`config.mk`:
```
export PLATFORM = sky130hd
export DESIGN_NAME = alu_issue_ctrl
export DESIGN_NICKNAME = d
export VERILOG_FILES = /design/src/rtl/alu_issue_ctrl.sv
export SDC_FILE = /design/constraint.sdc
export NUM_CORES = 1
export LEC_CHECK = 0
export CELL_PAD_IN_SITES_DETAIL_PLACEMENT = 1
export CELL_PAD_IN_SITES_GLOBAL_PLACEMENT = 1
export CORE_ASPECT_RATIO = 0.7
export CORE_MARGIN = 1
export CORE_UTILIZATION = 40
export DETAILED_ROUTE_END_ITERATION = 8
export PLACE_DENSITY = 0.94
export SKIP_LAST_GASP = 1
export SLEW_MARGIN = 0
export SYNTH_ARGS = -nofsm -noshare
export SYNTH_HDL_FRONTEND = slang
export SYNTH_SLANG_ARGS = --single-unit
```
`constraint.sdc`:
```
create_clock -name clk -period 35.9 [get_ports clk]
set_input_delay 7.18 -clock clk [delete_from_list [all_inputs] [get_ports clk]]
set_output_delay 7.18 -clock clk [all_outputs]
set_load 0.05 [all_outputs]
```
`src/rtl/alu_issue_ctrl.sv`:
```
// Execute-stage issue controller: decodes RV32 ALU instructions and buffers them
// in a main/skid register pair. Optional illegal-opcode flag: ALU_ISSUE_ILLEGAL_TRAP_EN.
module alu_issue_ctrl #(
    parameter int DATA_W = 32
) (
    input  logic              clk,
    input  logic              rst_n,
    input  logic              in_valid,
    output logic              in_ready,
    input  logic [31:0]       in_instr,
    input  logic [DATA_W-1:0] in_pc,
    input  logic [DATA_W-1:0] in_rs1,
    input  logic [DATA_W-1:0] in_rs2,
    input  logic [DATA_W-1:0] in_imm,
    input  logic              flush,
    output logic              out_valid,
    input  logic              out_ready,
    output logic [4:0]        out_alu_op,
    output logic [1:0]        out_mode_sel,
    output logic [DATA_W-1:0] out_pc,
    output logic [DATA_W-1:0] out_rs1,
    output logic [DATA_W-1:0] out_rs2,
`ifdef ALU_ISSUE_ILLEGAL_TRAP_EN
    output logic              out_illegal,
`endif
    output logic [DATA_W-1:0] out_imm
);

    typedef enum logic [4:0] {
        ALU_ADD  = 5'b00000,
        ALU_SUB  = 5'b00001,
        ALU_SLL  = 5'b00010,
        ALU_SLT  = 5'b00011,
        ALU_SLTU = 5'b00100,
        ALU_XOR  = 5'b00101,
        ALU_SRL  = 5'b00110,
        ALU_SRA  = 5'b00111,
        ALU_OR   = 5'b01000,
        ALU_AND  = 5'b01001
    } alu_op_t;

    typedef enum logic [1:0] {
        MODE_RR = 2'b00,
        MODE_RI = 2'b01,
        MODE_PI = 2'b10
    } mode_t;

    typedef enum logic [1:0] {
        ST_EMPTY = 2'b00,
        ST_ONE   = 2'b01,
        ST_FULL  = 2'b10
    } state_t;

    typedef struct packed {
        logic [4:0]        alu_op;
        logic [1:0]        mode_sel;
        logic [DATA_W-1:0] pc;
        logic [DATA_W-1:0] rs1;
        logic [DATA_W-1:0] rs2;
        logic [DATA_W-1:0] imm;
`ifdef ALU_ISSUE_ILLEGAL_TRAP_EN
        logic              illegal;
`endif
    } bundle_t;

    localparam logic [6:0] OPC_OP     = 7'b0110011;
    localparam logic [6:0] OPC_OP_IMM = 7'b0010011;
    localparam logic [6:0] OPC_LUI    = 7'b0110111;
    localparam logic [6:0] OPC_AUIPC  = 7'b0010111;
    localparam logic [6:0] OPC_JAL    = 7'b1101111;
    localparam logic [6:0] OPC_JALR   = 7'b1100111;
    localparam logic [6:0] OPC_LOAD   = 7'b0000011;
    localparam logic [6:0] OPC_STORE  = 7'b0100011;
    localparam logic [6:0] OPC_BRANCH = 7'b1100011;

    function automatic alu_op_t alu_from_funct3(input logic [2:0] f3, input logic alt);
        case (f3)
            3'b000:  return alt ? ALU_SUB : ALU_ADD;
            3'b001:  return ALU_SLL;
            3'b010:  return ALU_SLT;
            3'b011:  return ALU_SLTU;
            3'b100:  return ALU_XOR;
            3'b101:  return alt ? ALU_SRA : ALU_SRL;
            3'b110:  return ALU_OR;
            default: return ALU_AND;
        endcase
    endfunction

    logic [6:0] w_opcode;
    logic [2:0] w_funct3;
    logic       w_bit30;
    logic       w_unused;
    logic       w_accept;
    logic       w_consume;
    bundle_t    w_dec;

    state_t  r_state;
    logic    r_in_ready;
    logic    r_out_valid;
    bundle_t r_m;
    bundle_t r_s;

    assign w_opcode = in_instr[6:0];
    assign w_funct3 = in_instr[14:12];
    assign w_bit30  = in_instr[30];
    assign w_unused = ^{in_instr[31], in_instr[29:15], in_instr[11:7]};

    // NOTE: every field gets a default first so no path through the case leaves a latch.
    always_comb begin
        w_dec          = '0;
        w_dec.alu_op   = ALU_ADD;
        w_dec.mode_sel = MODE_RR;
        w_dec.pc       = in_pc;
        w_dec.rs1      = in_rs1;
        w_dec.rs2      = in_rs2;
        w_dec.imm      = in_imm;
        case (w_opcode)
            OPC_OP: begin
                w_dec.alu_op = alu_from_funct3(w_funct3, w_bit30);
`ifdef ALU_ISSUE_ILLEGAL_TRAP_EN
                w_dec.illegal = (in_instr[31:25] != 7'b0000000) &&
                                (in_instr[31:25] != 7'b0100000);
`endif
            end
            OPC_OP_IMM: begin
                // Only the shift-right encoding uses bit30; addi ignores it.
                w_dec.alu_op   = alu_from_funct3(w_funct3, (w_funct3 == 3'b101) && w_bit30);
                w_dec.mode_sel = MODE_RI;
            end
            OPC_LUI: begin
                w_dec.mode_sel = MODE_RI;
                w_dec.rs1      = '0;
            end
            OPC_AUIPC, OPC_JAL: w_dec.mode_sel = MODE_PI;
            OPC_LOAD, OPC_STORE, OPC_JALR: w_dec.mode_sel = MODE_RI;
            OPC_BRANCH: begin
                case (w_funct3[2:1])
                    2'b00:   w_dec.alu_op = ALU_SUB;
                    2'b10:   w_dec.alu_op = ALU_SLT;
                    2'b11:   w_dec.alu_op = ALU_SLTU;
                    default: w_dec.alu_op = ALU_SUB;
                endcase
            end
            default: begin
`ifdef ALU_ISSUE_ILLEGAL_TRAP_EN
                w_dec.illegal = 1'b1;
`endif
            end
        endcase
    end

    assign w_accept  = in_valid && r_in_ready;
    assign w_consume = r_out_valid && out_ready;

    // in_ready is computed from the next state only, so out_ready never reaches it combinationally.
    always_ff @(posedge clk) begin
        if (!rst_n) begin
            r_state     <= ST_EMPTY;
            r_in_ready  <= 1'b1;
            r_out_valid <= 1'b0;
            r_m         <= '0;
            // NOTE: the skid entry is never observed while invalid, so its contents need no reset.
        end else if (flush) begin
            r_state     <= ST_EMPTY;
            r_in_ready  <= 1'b1;
            r_out_valid <= 1'b0;
        end else begin
            case (r_state)
                ST_EMPTY: begin
                    if (w_accept) begin
                        r_m         <= w_dec;
                        r_out_valid <= 1'b1;
                        r_state     <= ST_ONE;
                    end
                end
                ST_ONE: begin
                    if (w_accept && w_consume) begin
                        r_m <= w_dec;
                    end else if (w_accept) begin
                        r_s        <= w_dec;
                        r_in_ready <= 1'b0;
                        r_state    <= ST_FULL;
                    end else if (w_consume) begin
                        r_out_valid <= 1'b0;
                        r_state     <= ST_EMPTY;
                    end
                end
                ST_FULL: begin
                    if (w_consume) begin
                        r_m        <= r_s;
                        r_in_ready <= 1'b1;
                        r_state    <= ST_ONE;
                    end
                end
                default: begin
                    r_state     <= ST_EMPTY;
                    r_in_ready  <= 1'b1;
                    r_out_valid <= 1'b0;
                end
            endcase
        end
    end

    assign in_ready     = r_in_ready;
    assign out_valid    = r_out_valid;
    assign out_alu_op   = r_m.alu_op;
    assign out_mode_sel = r_m.mode_sel;
    assign out_pc       = r_m.pc;
    assign out_rs1      = r_m.rs1;
    assign out_rs2      = r_m.rs2;
    assign out_imm      = r_m.imm;
`ifdef ALU_ISSUE_ILLEGAL_TRAP_EN
    assign out_illegal  = r_m.illegal;
`endif

endmodule

```
# Word level (Yosys, flattened, before mapping)
# Cells that the tools add are included.
[totals] ram_bits=0 mem_bits_ro=0 latch_bits=0 out_inout_bits=137 wordCells=91 mem_count=0 in_bits=165 ff_bits=274
[classes] reduce_logical=15 div=0 add_sub_neg=0 mul=0 bitwise=5 order_cmp=0 n_mux=29 n_shift=0 n_eq_ne=27
[ops] operator="135-bit two-way mux" count=3
[ops] operator="135-bit case mux with 3 select lines" count=1
[ops] operator="4-bit case mux with 7 select lines" count=2
[ops] operator="32-bit two-way mux" count=1
[ops] operator="7-bit by 6-bit equality test with 1-bit output (second input constant)" count=3
[ops] operator="7-bit equality test (second input constant)" count=3
[ops] operator="5-bit case mux with 3 select lines" count=1
[ops] operator="5-bit AND reduction" count=3
[ops] operator="7-bit by 5-bit equality test with 1-bit output (second input constant)" count=2
[ops] operator="2-bit != test (second input constant)" count=7
[ops] operator="1-bit two-way mux" count=11
[ops] operator="2-bit two-way mux" count=5
[ops] operator="3-bit equality test (second input constant)" count=3
[ops] operator="4-bit AND reduction" count=2
[ops] operator="7-bit by 2-bit equality test with 1-bit output (second input constant)" count=1
[ops] operator="2-bit equality test (second input constant)" count=3
[ops] operator="3-bit by 2-bit equality test with 1-bit output (second input constant)" count=2
[ops] operator="1-bit case mux with 3 select lines" count=2
[ops] operator="2-bit case mux with 3 select lines" count=1
[ops] operator="3-bit case mux with 2 select lines" count=1
[ops] operator="1-bit inverter" count=5
[ops] operator="5-bit OR reduction" count=1
[ops] operator="1-bit logical AND" count=4
[ops] operator="2-bit case mux with 2 select lines" count=1
[ops] operator="other kinds (7)" count=8

# Depth between registers and ports, before layout
# Gate-level depths: netlist of the first run.
[depth] depth_word=7 mapped_depth=9 mapped_depth_nobuf=5

# Worst setup path before layout of the first run
# No wires, ideal clock.
[synth_timing] kind="in2reg" startpoint="in rst_n" endpoint="reg r_s[0] in the netlist's numbering (enable)" t_arrival_ps=16634 setup_ps=791 n_path_buf=1 cell_stages=3 required_ps=35109 setup_slack_ps=18475 path_cell_list="clkbuf_1 > nand2b_1 > nor3_1"
[synth_via] elab_chain_len=1
[synth_lines] item="from (decl)" line_no="7" source="input logic rst_n,"
[synth_lines] item="5-bit AND reduction (no line)"
[synth_lines] item="to (signal assigned)" line_no="180" source="r_s <= w_dec;"
[synth_lines] item="to (decl)" line_no="101" source="bundle_t r_s;"
# Every way passes these cells.
# A chain may end at the register's enable or synchronous reset.

# Worst setup path in the final report of the first run
[layout_timing] startpoint="in out_ready" endpoint="reg r_m, in the netlist out_imm[30]"
[layout_via] elab_chain_len=4 elab_cells_between_ends=5 cone_classes="eq/ne: 2; reduce/logical: 3"
[layout_lines] item="from (decl)" line_no="17" source="input logic out_ready,"
[layout_lines] item="1-bit logical AND *" line_no="153" source="assign w_consume = r_out_valid && out_ready;"
[layout_lines] item="1-bit logical AND" line_no="177" source="if (w_accept && w_consume) begin"
[layout_lines] item="2-bit != test (no line)"
[layout_lines] item="5-bit AND reduction (no line) *"
[layout_lines] item="to (signal assigned)" line_no="171" source="r_m <= w_dec;"
[layout_lines] item="to (signal assigned)" line_no="178" source="r_m <= w_dec;"
[layout_lines] item="to (signal assigned)" line_no="190" source="r_m <= r_s;"
[layout_lines] item="to (decl)" line_no="100" source="bundle_t r_m;"
# Every way passes the cells marked *; elsewhere a longest branch is shown, timed or not.

==> flow_summary.ini, run 1 <==
[clock_network]
post_cts_buffers = 0
clkTransAtPathRegs_ns = 0.06
tritoncts = done
htreeDepth = 1
clk-insertion-delay-late_ns = 0.55
cts_buffer_depth = 3
cts_buffers = 28
hold_buffers = 0
clockRootBuffer = clkbuf_16
post_cts_resized = 0
clkSinkCount = 272

[logic_synthesis]
synth_top_family_by_area = simple AND/OR/NAND/NOR gates
synth.distinct_cells = 46
synthXorXnorAreaFrac_pct = 0.0806
synthAdderAreaFrac_pct = 0
synth_nets = 1156
synth_edf_count = 134
ys_warn_count = 0
synthSimpleGateAreaFrac_pct = 18.0
ys_seq_elements = 272
synth_compound_area_share_pct = 14.5
synthCells = 991
ys_dominant_reg_cell = dfxtp_1
synthMuxAreaShare_pct = 0.196
netlist_area_um2 = 10900
async_flop_share_pct = 0
seq_area_frac_synth_pct = 62.4
syn_area_per_cell_um2 = 11.0

[run]
max-cap-violations = 0

[route]
routedWlPerCell_um = 20.4
drt_pass1_iterations = 5
drc_errors = 0
num_vias = 8582
drt-initial-drc-count = 340
vias_per_cell = 5.31
ant_nets = 0
wl_um = 33000

[floorplanning]
start_util_pct = 40.7
die_h_um = 140
num_io_pins = 302
core-area_um2 = 26700
die_w_um = 199
rows = 50
die_area_um2 = 27900

[final_layout]
layoutNonFillerInstCount = 1616
drive_above_1_share_pct = 5.36
nNetsFinal = 1395
area_delta_synth_final_pct = 34.2
final_util_pct = 54.6
fin_area_um2 = 14600

[placement]
io_buffers = 279
place.gp.congestion = 0.810
dpl.cell_count = 1564
placed_cell_area_um2 = 13700
dp_hpwl_um = 21100

[timing]
max_slew.worst_pin.slew_ns = 1.01
fmax_mhz = 99.1
setup_violations = 0
max_slew_margin_pct = 32.4
rsz0062_at_grt = false
finalCriticalPeriod_ns = 10.09
worst_clock_skew_ns = 0.0171
tns_ns = 0
hold_violations = 0
final_max_slew_viol_count = 0
post-route-period-util_pct = 28.1

[global_routing]
grt_pass1_vias = 9334
grt_first_pass_wirelength_um = 51100
grt.total_usage_pct = 23.2
antenna_found_initial = 1
overflow = 0
grt_max_degree = 102

[setup_path]
cp.required_ns = 36.34
crit_fanout = 101
slowest_stage = buf_4
path_common_cell = buf_4
critical_path.cell_chain = clkdlybuf4s50_1 > nand2_1 > a2bb2oi_4 > nor2_8 > buf_4 > buf_4 > nand3_1 > o211a_1
path_buf_inv = 3
path_class = in -> reg
critical_path_arrival_ns = 10.53
path_delay_family = buffers and inverters
max_stage_delay_ns = 0.85
crit_path_start_kind = input pin
endpoint_kind = flop

[power_and_ir_drop]
pwr-share-clk_pct = 38.0
vdd_drop_max_mv = 0.0416
seqPwrFrac_pct = 46.4
p_sw_uw = 201
p_leak_uw = 0.00619
intPower_uw = 542
switching_share_pct = 27.1
power_density_nw_per_um2 = 50.9
power_frac_comb_pct = 15.6

[run_status]
status = complete, no violations

[worst_hold_path]
worstHoldPathType = reg -> reg
[through the flow]
stage / hold WS, ns / setup WS (ns) / power (uW)
2_1_floorplan: 0.503 / 18.47 / 420
3_3_place_gp: 0.480 / 25.44 / 461
3_5_place_dp: 0.489 / 25.36 / 466
6_report: 0.498 / 25.81 / 743
5_1_grt: 0.524 / 25.66 / 768
4_1_cts: 0.504 / 25.90 / 750
[per-layer routing]
layer	track usage (%)	share of wire, %	vias to the layer above	routed length [um]
met2	39.6	49	246	16200
met4	5.55	2.2	0	737
met3	8.55	8.7	49	2870
met1	27.6	40	4271	13300
li1	-	-	4016	-
met5	0	0	-	0
[power groups by stage]
stage | logic [uW] | clock network [uW] | registers, uW
2_1_floorplan | 31.0 | 0 | 389
3_3_place_gp | 111 | 0 | 350
3_5_place_dp | 115 | 0 | 351
4_1_cts | 116 | 289 | 345
5_1_grt | 122 | 301 | 346
6_report | 116 | 283 | 345
[worst register-to-register path, delay by kind of cell (launching register included)]
family | cells | cell delay (ns)
simple gates | 3 | 1.37
compound gates | 2 | 0.57
flops | 1 | 0.42
buf+inv | 2 | 1.34
[final timing paths]
| check | from | to | slack, ns | cells after the start |
|---|---|---|---|---|
| max | out_ready | out_imm[30]$_SDFFE_PN0P_ | 25.81 | 8 |
| min reg2reg | out_rs2[9]$_SDFFE_PN0P_ | out_rs2[9]$_SDFFE_PN0P_ | 0.50 | 1 |
| max reg2reg | r_state[0]$_SDFFE_PP0P_ | out_imm[30]$_SDFFE_PN0P_ | 32.11 | 7 |
| min | out_rs2[9]$_SDFFE_PN0P_ | out_rs2[9]$_SDFFE_PN0P_ | 0.50 | 1 |
[final cells by class]
type	count	area, um2
Inverter	2	7.51
Clock buffer	41	831
Antenna cell	1	2.50
Clock inverter	10	56.3
Sequential cell	272	6790
Tap cell	364	455
Timing Repair Buffer	289	2870
Multi-Input combinational cell	637	3590
Fill cell	2849	12100
[logic make-up (layout without fill, tap and decap cells)]
logic type,count (synthesis),count (layout)
and+or+nand+nor,435,435
DFF,272,272
xor gates and xnor gates,1,1
muxes,2,2
AOI/OAI and AO/OA,198,198
other,1,2
buffers and inverters,82,342
[synth_stat cells, drive strengths merged (12+ instances only)]
library cell  instances  area [um2]
a21oi                12        60.1
a31oi                34         213
and2b                15         113
buf                  40         359
clkbuf               40         150
dfxtp               138        2760
edfxtp              134        4020
nand2               265         995
nand3               100         500
nor2                 16        83.8
nor2b                20         125
o211a                96         961
o21ai                42         210
[placed cells by master, fill, tap and decap left out, types with 15 or more instances in the layout]
cell             netlist  final
a31oi_1               34     34
and2b_1               15     15
clkbuf_16              0     29
clkdlybuf4s50_1        0    278
dfxtp_1              138    138
edfxtp_1             134    134
nand2_1              265    265
nand3_1              100    100
nor2b_1               20     20
o211a_1               96     96
o21ai_0               39     39
[registers in the layout, summed over array words and instances, names as in the netlist]
name	flops
out_valid	1
out_imm	32
r_state	2
out_mode_sel	2
r_s	134
out_alu_op	4
out_pc	32
out_rs1	32
out_rs2	32
in_ready	1
Note: power is estimated with default switching activity, not from simulation.
==> run 2, diff against run 1 <==
- CORE_UTILIZATION: 40 -> 33
- PLACE_DENSITY: 0.94 -> 0.83
- clock period: 35.9 -> 9.01 ns (I/O delays scaled with it)
==> flow_summary.ini, run 2 (same netlist as run 1, synthesis figures left out) <==
[run_status]
status = complete, no violations

[final_layout]
fillers = 3508
layout_common_cells = clkdlybuf4s50_1 (278), nand2_1 (265), dfxtp_1 (138)
drive_above_1_share_pct = 5.51
mostFrequentLayoutCell = clkdlybuf4s50_1
nNetsFinal = 1395
fin_area_um2 = 14800
max_flop_register = r_s
largest_register_ffs = 134
area_delta_synth_final_pct = 35.7

[placement]
dp_hpwl_um = 20000
placed_cell_area_um2 = 13800
place.gp.congestion = 0.763
io_buffers = 279

[route]
drc_errors = 0
ant_nets = 0
routedWlPerCell_um = 18.9
vias_per_cell = 5.00
wl_um = 31700
num_vias = 8398
drt_pass1_iterations = 6
drt-initial-drc-count = 429

[setup_path]
timing.rr.start = r_state[0]$_SDFFE_PP0P_
crit_fanout = 213
critPathLaunch = out_ready
critical_path.cell_chain = clkdlybuf4s50_1 > nand2_1 > a2bb2oi_4 > nor2_8 > buf_12 > nand3_1 > o211a_1
crit_path_start_kind = input pin
endpoint_kind = flop
max_stage_delay_ns = 0.57
critical_path_arrival_ns = 4.71
slowest_stage = clkdlybuf4s50_1
cp.required_ns = 9.46
path_class = in -> reg

[clock_network]
hold_buffers = 0
cts_buffers = 28
clkSinkCount = 272
tritoncts = done
htreeDepth = 1
clk-insertion-delay-late_ns = 0.56
post_cts_resized = 0
cts_buffer_depth = 3
clockRootBuffer = clkbuf_16
clkTransAtPathRegs_ns = 0.06
post_cts_buffers = 0

[worst_hold_path]
holdCritStartpoint = out_imm[11]$_SDFFE_PN0P_
worstHoldPathType = reg -> reg

[floorplanning]
start_util_pct = 33.6
die_w_um = 219
rows = 55
die_area_um2 = 33700
core-area_um2 = 32300
die_h_um = 154
num_io_pins = 302

[timing]
final_max_slew_viol_count = 0
setup_violations = 0
tns_ns = 0
post-route-period-util_pct = 47.2
finalCriticalPeriod_ns = 4.25
holdWs_ns = 0.498
hold_violations = 0
rsz0062_at_grt = false
worst_clock_skew_ns = 0.0213
fmax_mhz = 235
max_slew_margin_pct = 23.5
max_slew.worst_pin.slew_ns = 1.15

[power_and_ir_drop]
switching_share_pct = 26.6
seqPwrFrac_pct = 45.4
power_density_nw_per_um2 = 205
intPower_uw = 2210
power_frac_comb_pct = 15.1
finalPower_uw = 3020
p_sw_uw = 804
pwr-share-clk_pct = 39.4
vdd_drop_max_mv = 0.177
p_leak_uw = 0.00623

[global_routing]
grt.total_usage_pct = 18.5
grt_pass1_vias = 8920
overflow = 0
antenna_found_initial = 2
grt_first_pass_wirelength_um = 49700
grt_max_degree = 214

[run]
max-cap-violations = 0
-- run 2: path summary, 6_finish.rpt --
check,slack [ns],to,cells after the start
setup / recovery,4.76,out_rs2[22]$_SDFFE_PN0P_,7
hold / removal,0.50,out_imm[11]$_SDFFE_PN0P_,1
setup reg to reg,5.64,out_rs2[22]$_SDFFE_PN0P_,6
hold reg to reg,0.50,out_imm[11]$_SDFFE_PN0P_,1
-- run 2: cell type report --
type                            instances  area (um2)  share of cell area, %
Clock inverter                          8        82.6                  0.560
Antenna cell                            1        2.50                 0.0170
Tap cell                              427         534                   3.62
Sequential cell                       272        6790                   46.0
Timing Repair Buffer                  289        2880                   19.5
Multi-Input combinational cell        637        3590                   24.4
Inverter                                2        7.51                 0.0509
Clock buffer                           44         871                   5.90
-- run 2: power groups by stage --
stage | Clock (uW) | Combinational (uW) | Sequential [uW]
floorplan | 0 | 124 | 1550
global placement | 0 | 448 | 1390
detailed placement | 0 | 458 | 1400
CTS | 1230 | 461 | 1370
global route | 1290 | 485 | 1380
finish | 1190 | 457 | 1370
-- run 2: worst max-delay path, delay by kind of cell --
| kind | cells | cell delay, ns |
|---|---|---|
| buffers and inverters | 2 | 1.11 |
| and+or+nand+nor | 3 | 0.95 |
| AOI/OAI and AO/OA | 2 | 0.44 |
-- run 2: metrics by stage --
step	setup slack [ns]	util [%]	std cells
finish	4.76	45.6	1680
global route	4.65	45.6	1680
CTS	4.88	45.6	1679
detailed placement	4.30	42.7	1627
global placement	4.40	42.7	1627
floorplan	1.07	-	991
-- run 2: metal layers --
| metal | global-route usage (%) | wire, um |
|---|---|---|
| met5 | 0 | 13 |
| met4 | 3.70 | 551 |
| met3 | 7.00 | 2610 |
| met2 | 30.3 | 14700 |
| met1 | 23.4 | 13800 |
